File: src/rtl/uart_echo_fifo.sv
// uart_echo_fifo: byte FIFO between UART receiver and transmitter, launching one frame at a time.
module uart_echo_fifo #(
  parameter int DATA_W      = 8,
  parameter int DEPTH       = 16,
  parameter int ADDR_W      = 4,
  parameter int TIMEOUT_CYC = 8192
) (
  input  logic              clk,
  input  logic              rst_n,
  input  logic              rxd_done,
  input  logic [DATA_W-1:0] data_rxd,
  input  logic              txd_done,
  output logic              tx_start,
  output logic [DATA_W-1:0] data_out,
  output logic              empty,
  output logic              full,
  output logic [ADDR_W:0]   count,
  output logic              overflow,
  output logic              tx_timeout
);
  localparam int TW = $clog2(TIMEOUT_CYC + 1);
  typedef enum logic [1:0] {IDLE, LAUNCH, WAIT_DONE} state_t;
  state_t              state_q, state_d;
  logic [DATA_W-1:0]   mem [DEPTH];
  logic [ADDR_W-1:0]   wr_q, rd_q;
  logic [ADDR_W:0]     count_q;
  logic [DATA_W-1:0]   data_q, data_d;
  logic [TW-1:0]       tmo_q, tmo_d;
  logic                ovf_q, tmo_flag_q, tmo_flag_d;
  logic                wr_en, pop;
  assign full       = count_q == (ADDR_W+1)'(DEPTH);
  assign empty      = count_q == '0;
  // full is judged on the current count, so a pop on the same edge never frees room for the write
  assign wr_en      = rxd_done && !full;
  assign pop        = state_q == IDLE && !empty;
  assign tx_start   = state_q == LAUNCH;
  assign data_out   = data_q;
  assign count      = count_q;
  assign overflow   = ovf_q;
  assign tx_timeout = tmo_flag_q;
  always_comb begin
    state_d    = state_q;
    data_d     = data_q;
    tmo_d      = tmo_q;
    tmo_flag_d = tmo_flag_q;
    case (state_q)
      IDLE: begin
        state_d = pop ? LAUNCH : IDLE;
        data_d  = pop ? mem[rd_q] : data_q;
      end
      LAUNCH: begin
        state_d = WAIT_DONE;
        tmo_d   = '0;
      end
      WAIT_DONE: begin
        if (txd_done) begin
          state_d = IDLE;
        end else if (tmo_q == TW'(TIMEOUT_CYC - 1)) begin
          state_d    = IDLE;
          tmo_flag_d = 1'b1;
        end else begin
          tmo_d = tmo_q + 1'b1;
        end
      end
      default: state_d = IDLE;
    endcase
  end
  always_ff @(posedge clk) begin
    if (!rst_n) begin
      state_q    <= IDLE;
      wr_q       <= '0;
      rd_q       <= '0;
      count_q    <= '0;
      data_q     <= '0;
      tmo_q      <= '0;
      ovf_q      <= 1'b0;
      tmo_flag_q <= 1'b0;
    end else begin
      state_q    <= state_d;
      wr_q       <= wr_q + ADDR_W'(wr_en);
      rd_q       <= rd_q + ADDR_W'(pop);
      count_q    <= count_q + (ADDR_W+1)'(wr_en) - (ADDR_W+1)'(pop);
      data_q     <= data_d;
      tmo_q      <= tmo_d;
      ovf_q      <= ovf_q | (rxd_done & full);
      tmo_flag_q <= tmo_flag_d;
    end
  end
  always_ff @(posedge clk) begin
    if (wr_en) mem[wr_q] <= data_rxd;
  end
endmodule
File: config.mk
export PLATFORM = sky130hd
export DESIGN_NAME = uart_echo_fifo
export DESIGN_NICKNAME = d
export VERILOG_FILES = /design/src/rtl/uart_echo_fifo.sv
export SDC_FILE = /design/constraint.sdc
export NUM_CORES = 1
export LEC_CHECK = 0
export BUFFER_PORTS_ARGS = -buffer_cell sky130_fd_sc_hd__buf_2
export CORE_AREA = 2 2 110 112
export DETAILED_ROUTE_END_ITERATION = 10
export DIE_AREA = 0 0 112 114
export PLACE_DENSITY = 0.77
export SLEW_MARGIN = 10
export SYNTH_ARGS = -nofsm -noshare
export SYNTH_HDL_FRONTEND = slang
export SYNTH_SLANG_ARGS = --single-unit
File: constraint.sdc
create_clock -name clk -period 6.5 [get_ports clk]
set_input_delay 0.65 -clock clk [delete_from_list [all_inputs] [get_ports clk]]
set_output_delay 0.65 -clock clk [all_outputs]
set_load 0.05 [all_outputs]
* After elaboration in Yosys (flattened, before gate mapping)
Memories as Yosys holds them, arrays and structs flattened. A register that Yosys moved wholly into a read port is not among the register bits. Cells that the tools add are included.
Storage, ports and cells: flip-flop bits (word level) 31, RAM bits 128, output and inout port bits 18, word-level logic and storage cells 43, memories 1
Memory list:
- mem | depth 16, bits a word 8, read ports 1, clocked after Yosys merged registers in 1, write ports 1, line 24 | logic [DATA_W-1:0] mem [DEPTH];
Cells by class: add/sub/neg operators 5, equal/unequal tests 7, mux-type cells 9, bitwise operators 3, reductions and logical operators 11
Operators with widths (count):
- $mux 14 | 2
- $pmux 14 s2 | 1
- $add 14x1->14 const B | 1
- $eq 14x13->1 const B | 1
- $add 4x1->4 | 2
- $pmux 2 s3 | 1
- $reduce_and 3->1 | 2
- $add 5x1->5 | 1
- $eq 5x5->1 const B | 1
- $logic_not 5->1 | 1
- $sub 5x1->5 | 1
- $mux 2 | 2
- $ne 2x2->1 const B | 2
- $logic_not 1->1 | 3
- $mux 1 | 3
- $ne 3x3->1 const B | 1
- $eq 2x1->1 const B | 1
- $eq 2x2->1 const B | 1
- $logic_and 1x1->1 | 2
- $logic_not 2->1 | 1
- $reduce_and 2->1 | 1
- $reduce_bool 2->1 | 1
- $and 1x1->1 | 1
- $not 1->1 | 1
- $or 1x1->1 | 1

* Longest topological paths before layout
Gate-level depths: netlist of run 1.
depth in word-level cells 5, mapped depth 13, mapped depth without buffers 12

* Least setup slack after synthesis of run 1
No wires, ideal clock.
path kind register -> register, start point register count_q[3] (netlist: count[3]), end point register count_q[4] (netlist: count[4]), arrival 4.492 ns, data required time 6.372 ns, setup slack 1.881 ns, stages on the path, launching flop included 14, path buffers 1, period minus slack after synthesis 4.619 ns, cell sequence dfxtp_1 -> inv_1 -> ha_1 -> nor4b_1 -> nor3_1 -> clkbuf_1 -> ha_1 -> inv_1 -> ha_1 -> fa_1 -> a21oi_1 -> o21bai_1 -> xnor2_1 -> nor2_1
RTL lines:
- from (decl) | line 26 | logic [ADDR_W:0] count_q;
- from (signal assigned) | line 82 | count_q <= count_q + (ADDR_W+1)'(wr_en) - (ADDR_W+1)'(pop);
- $logic_not 5->1 | line 32 | assign empty = count_q == '0;
- via empty | line 15 | output logic empty,
- $logic_not 1->1 | line 35 | assign pop = state_q == IDLE && !empty;
- $logic_and 1x1->1 | line 35
- $sub 5x1->5 | line 82
The timed path passes the listed nets, and every way through them passes these cells. A chain may end at the register's enable or synchronous reset.

* Worst setup path after layout of run 1
start point register count_q[2] (netlist: count[2]), end point register count_q[4] (netlist: count[4])
On the way: word-level cells in the longest chain between the ends 5
Ends and longest elaborated chain:
- $eq 5x5->1 | line 31 | assign full = count_q == (ADDR_W+1)'(DEPTH);
- $logic_not 1->1 | line 34 | assign wr_en = rxd_done && !full;
- $logic_and 1x1->1 | line 34
- $add 5x1->5 | line 82
- $sub 5x1->5 * | line 82
Every way passes the cells marked *; elsewhere a longest branch is shown, timed or not.

==> flow_metrics.tcl, run 1 <==
set metrics [dict create \
    outcome "complete, no violations" \
    cts_buffers 17 \
    final_layout_size_suffix_gt1_share_pct 18.3 \
    setup_viol 0 \
    critPathSlowestCell "nor3_2" \
    p_leak_nw 2.56 \
    worstPathCellList "inv_1, ha_1, nor4b_1, nor3_2, ha_1, inv_1, ha_1, fa_1, a21oi_1, o21bai_1, xnor2_1, nor2_1" \
    grt_pass1_wl_um 21600 \
    synth-seq-cells 167 \
    dp_hpwl_um 8900 \
    synth.most_common_cell "edfxtp_1" \
    p_int_mw 2.08 \
    grt_antenna_before_repair 0 \
    vias_per_cell 6.27 \
    post_cts_buffers 0 \
    hold_viol 0 \
    rsz0062_at_grt "false" \
    synth_top_area_share_pct 56.1 \
    synthTopCellsByCount "edfxtp_1, dfxtp_1, mux2i_1" \
    grtUsageTotal_pct 23.1 \
    h-tree-depth 4 \
    holdWs_ps 464 \
    syn_area_um2 6850 \
    max-slew-margin-rel_pct 22.7 \
    maxSlewViolCount 0 \
    routed-via-count 4003 \
    grt_max_degree 30 \
    path_buf_inv 2 \
    clock-sinks 167 \
    switching_share_pct 31.2 \
    dominantRegCellSynth "edfxtp_1" \
    synth_nets 474 \
    worst-setup-path-type "reg2reg" \
    arrival_ps 3350 \
    grt_pass1_vias 3837 \
    ant_nets 0 \
    synthCells 450 \
    fmax_mhz 328 \
    utilization_pct 65.6 \
    nFillCells 844 \
    fin_setup_tns_ps 0 \
    drtIter0Drc 359 \
    hold_class "reg2reg" \
    design_area_um2 7680 \
    timing.critical_path.mode_cell "ha_1" \
    drcViolationCount 0 \
    n_antenna_cell 0 \
    cts_tree "done" \
    dieArea_um2 12800 \
    cellPowerDensity_nw_per_um2 394 \
    start_kind "flip-flop" \
    crit_required_ps 6800 \
    first_pass_iters 5 \
    ir_worst_vdd_mv 0.290 \
    cp_top_family "adder cells" \
    regArea_um2 4630 \
    ys_warn_count 0 \
    worstPathMaxFanout 17 \
    end_kind "flip-flop" \
    clkTransAtPathRegs_ps 60 \
    wl_per_cell_um 21.6 \
    cts-resized-gates 0 \
    gp_congestion 0.835 \
    postCtsHoldBufs 0 \
    max_stage_delay_ps 760 \
    layout_min_cycle_time_ps 3050 \
    p_seq_share_pct 43.4 \
    postSynthAreaPerCell_um2 15.2 \
    synth_cell_types 52 \
    synth.yosys.seq_area_share_pct 67.5 \
    pwr-share-comb_pct 24.3 \
    synth_area_leaders "edfxtp_1, dfxtp_1, mux4_2" \
    finalCritPeriodShare_pct 46.9 \
    port_buffers 29 \
    clk-insertion-delay-late_ps 430 \
    drv_cap 0 \
    gr-total-overflow 0 \
    die_h_um 114 \
    clkPwrFrac_pct 32.4 \
    max-clock-path-buffers 2 \
    initial_core_util_pct 58.5 \
    fp.coreArea_um2 11700 \
    multi_input_area_um2 2080 \
    yosysTopAreaCell "edfxtp_1" \
    synth_edf_count 128 \
    tightest_slew_ps 1160 \
    syn2layout_area_growth_pct 12.1 \
    io-pin-count 30 \
    rows 40 \
    clk_root_buffer_cell "clkbuf_16" \
    die_w_um 112 \
    fin_nets 502 \
    routed_wl_um 13800 \
    skew_ps 7.33 \
    async_flop_share_pct 0 \
    p_switching_mw 0.944 \
    dpl_cell_area_um2 7110 \
]
-- stage by stage --
stage                     power (mW)  std cells  worst slack, ps
after global routing            3.15        638             3170
final                           3.03        638             3450
after CTS                       3.03        638             3420
after detailed placement        2.07        606             3450
after floorplan                 1.88        450             1880
after global placement          2.04        606             3590
-- final cells by class --
class                           instances  area share [%]
Sequential cell                       167            60.2
Multi-Input combinational cell        249            27.1
Clock buffer                           18            5.59
Tap cell                              147            2.39
Timing Repair Buffer                   34            2.38
Clock inverter                         14            1.87
Inverter                                9           0.440
-- tightest hold or removal path, stage by stage, from the launching register on --
cell,delay (ps)
dfxtp_1,320
a21oi_1,40
nor2_1,70
-- layer usage --
layer	wire, µm	GRT usage (%)	vias up	part of all wire, %
met5	0	0	-	0
met4	289	8.86	0	2.1
met3	809	5.69	28	5.9
met2	7050	38.4	155	51
met1	5660	30.0	2005	41
li1	-	-	1815	-
-- cells in the final DEF (no fill, tap or decap), types with 9 or more instances in the layout --
cell	instances
a21oi_1	14
a31oi_1	10
and2_1	9
buf_2	29
clkbuf_16	17
dfxtp_1	38
edfxtp_1	128
ha_1	11
mux2i_1	29
mux4_2	19
nand2_1	16
nand3_1	12
nor2_1	26
o211ai_1	20
o21ai_0	9
-- cell families after synthesis --
kind of cell / Yosys count / synth area share (%)
AOI/OAI and AO/OA: 76 / 7.56
xor gates and xnor gates: 12 / 1.53
adders and majority gates: 12 / 2.30
buffers and inverters: 34 / 2.26
DFF: 167 / 67.5
muxes: 48 / 10.5
and+or+nand+nor: 101 / 8.40
-- path summary, 6_finish.rpt --
kind,from,end,slack (ps),depth (start not counted)
worst max-delay path,count[2],count[4],3450,12
worst min-delay path,overflow,overflow,460,2
worst max register to register,count[2],count[4],3450,12
worst min register to register,overflow,overflow,460,2
-- flip-flops by register name, indices dropped and copies added, names as in the netlist --
signal	flops
count	5
data_out	8
mem	128
overflow	1
rd_q	4
state_q	2
tmo_q	14
tx_timeout	1
wr_q	4
-- power by group through the flow --
stage	Clock [mW]	Combinational (mW)	Sequential [mW]
after floorplan	0	0.487	1.39
final	0.979	0.734	1.31
after CTS	0.984	0.739	1.31
after global routing	1.03	0.799	1.32
after global placement	0	0.714	1.33
after detailed placement	0	0.731	1.33
Power figures use the tool's default switching activity.
==> run 2, diff against run 1 <==
ABC_AREA = 1   (was default)
CORE_AREA = 2 2 114 116   (was 2 2 110 112)
DIE_AREA = 0 0 116 118   (was 0 0 112 114)
clock period = 3.2 ns   (was 6.5 ns; I/O delays follow)
==> run 2 against run 1 <==
Clock skew rose by 2.8 ps. Critical path type unchanged. Core utilization fell by 0.29 points. Critical endpoint unchanged. Worst hold slack got worse by 310 ps. Clock-buffer cell count did not move. Largest cell class unchanged. Via count rose by 33%. Global-route usage rose by 2.2 points. Die area rose by 7.2%. Sequential power rose by 98%. Maximum frequency rose by 16%.
==> flow_metrics.tcl, run 2 <==
set metrics [dict create \
    die_w_um 116 \
    synth_edf_count 128 \
    final_cell_mix "nand2_1, edfxtp_1, nand3_1" \
    synthCells 769 \
    cts_buffers 17 \
    grtUsageTotal_pct 25.3 \
    clkTransAtPathRegs_ps 60 \
    final_layout_size_suffix_gt1_share_pct 10.6 \
    grt_antenna_before_repair 0 \
    final_common_cell "nand2_1" \
    fin_nets 813 \
    async_flop_share_pct 0 \
    gr-total-overflow 0 \
    synth_nets 793 \
    tightest_slew_ps 1040 \
    grt_pass1_vias 5250 \
    vias_per_cell 5.48 \
    layout_min_cycle_time_ps 2620 \
    cts_tree "done" \
    utilization_pct 65.3 \
    top_register "mem" \
    synth.yosys.seq_area_share_pct 63.0 \
    setup.worst_path.end "count[4]" \
    postSynthAreaPerCell_um2 9.55 \
    arrival_ps 2930 \
    largest_reg_flops 128 \
    drcViolationCount 0 \
    dominantRegCellSynth "edfxtp_1" \
    drv_cap 0 \
    ant_nets 0 \
    worstPathMaxFanout 18 \
    first_pass_iters 5 \
    startpoint "count[2]" \
    stdcell_count 973 \
    cts-resized-gates 0 \
    hold_class "in2reg" \
    rr_worst_depth 13 \
    postCtsHoldBufs 0 \
    io-pin-count 30 \
    max-clock-path-buffers 2 \
    place_inst 942 \
    syn_area_um2 7340 \
    whs_path_depth 3 \
    post_cts_buffers 0 \
    fin_setup_tns_ps 0 \
    fmax_mhz 382 \
    r2r_setup_slack_ps 580 \
    max-slew-margin-rel_pct 30.7 \
    routed_wl_um 16400 \
    rows 41 \
    end_kind "flip-flop" \
    clock-sinks 167 \
    synth.most_common_cell "nand2_1" \
    dp_hpwl_um 10500 \
    outcome "complete, no violations" \
    hold_viol 0 \
    skew_ps 10.1 \
    h-tree-depth 4 \
    clk_root_buffer_cell "clkbuf_16" \
    dieArea_um2 13700 \
    regToRegEndpoint "count[4]" \
    yosysTopAreaCell "edfxtp_1" \
    preCtsSetupSlack_ps 628 \
    grt_pass1_wl_um 26100 \
    fin_ws_ps 579 \
    port_buffers 29 \
    clk-insertion-delay-late_ps 430 \
    synthTopCellsByCount "nand2_1, edfxtp_1, nand3_1" \
    setup_viol 0 \
    routed-via-count 5331 \
    initial_core_util_pct 59.1 \
    syn2layout_area_growth_pct 10.4 \
    ys_warn_count 0 \
    p_leak_nw 3.28 \
    maxSlewViolCount 0 \
    synth-seq-cells 167 \
    rsz0062_at_grt "false" \
    start_kind "flip-flop" \
    grt_max_degree 66 \
    synth_cell_types 31 \
    wl_per_cell_um 16.8 \
    crit_required_ps 3510 \
    ir_worst_vdd_mv 0.485 \
    synth_top_area_share_pct 52.4 \
    gp_congestion 0.928 \
    fp.coreArea_um2 12400 \
    n_antenna_cell 0 \
    worst-setup-path-type "reg2reg" \
    die_h_um 118 \
    finalCritPeriodShare_pct 81.9 \
    synth_area_leaders "edfxtp_1, nand2_1, dfxtp_1" \
    r2r-start "count[2]" \
    drtIter0Drc 737 \
    cellPowerDensity_nw_per_um2 802 \
]
[run 2: cell count changes after synthesis, moves of 13 or more]
cell	previous run	this run
inv_1	8	63
o211ai_1	20	0
mux2i_1	29	0
buf_2	7	20
nand2_1	16	265
nor2_1	26	66
mux4_2	19	0
nand3_1	12	91
[run 2: logic make-up (layout without fill, tap and decap cells)]
family	Yosys count	count (layout)	synth area share [%]
xor+xnor	6	6	0.716
flops	167	167	63.0
compound gates	40	40	2.90
fa+ha+maj	12	12	2.15
simple gates	445	445	25.6
buf+inv	99	131	5.67
[run 2: worst min-delay path by stage]
stage	end	slack, ps	start
floorplan	mem[0][0]	420	data_rxd[0]
detailed placement	overflow	450	overflow
global route	overflow	160	rxd_done
finish	overflow	160	rxd_done
global placement	overflow	440	overflow
CTS	overflow	150	rxd_done
[run 2: worst max-delay path: stages (launching register included)]
cell and delay (ps):
dfxtp_1 360, inv_1 70, ha_1 220, nand4_1 120, nand3_1 110, inv_2 260
ha_1 200, inv_1 40, ha_1 210, fa_1 430, nand3_1 110, nand2_1 80
o21ai_0 210, a21oi_1 80
[run 2: cell type report]
cell class,instances,area [µm²]
flip-flops and latches,167,4630
fillers,985,4310
multi-input cells,503,2300
clock buffers,18,429
inverters,69,259
well taps,172,215
repair buffers,31,160
clock inverters,13,119
[run 2: metrics by stage]
stage / total power, mW / hold slack [ps] / cell area, µm²
6_report: 6.50 / 157 / 8110
5_1_grt: 6.84 / 158 / 8110
4_1_cts: 6.49 / 148 / 8110
3_5_place_dp: 4.61 / 446 / 7560
3_3_place_gp: 4.54 / 435 / 7560
2_1_floorplan: 4.13 / 419 / 7340
[run 2: routing by layer]
metal | share of wire, % | track usage (%) | vias to the layer above
met1 | 42 | 34.0 | 2491
met5 | 0 | 0 | -
li1 | - | - | 2557
met3 | 8.5 | 6.64 | 38
met2 | 48 | 39.1 | 245
met4 | 2.5 | 10.6 | 0
[run 2: power by group]
part	switching [mW]	internal [mW]
Combinational	1.48	0.530
Clock	0.882	1.01
Sequential	0.113	2.48
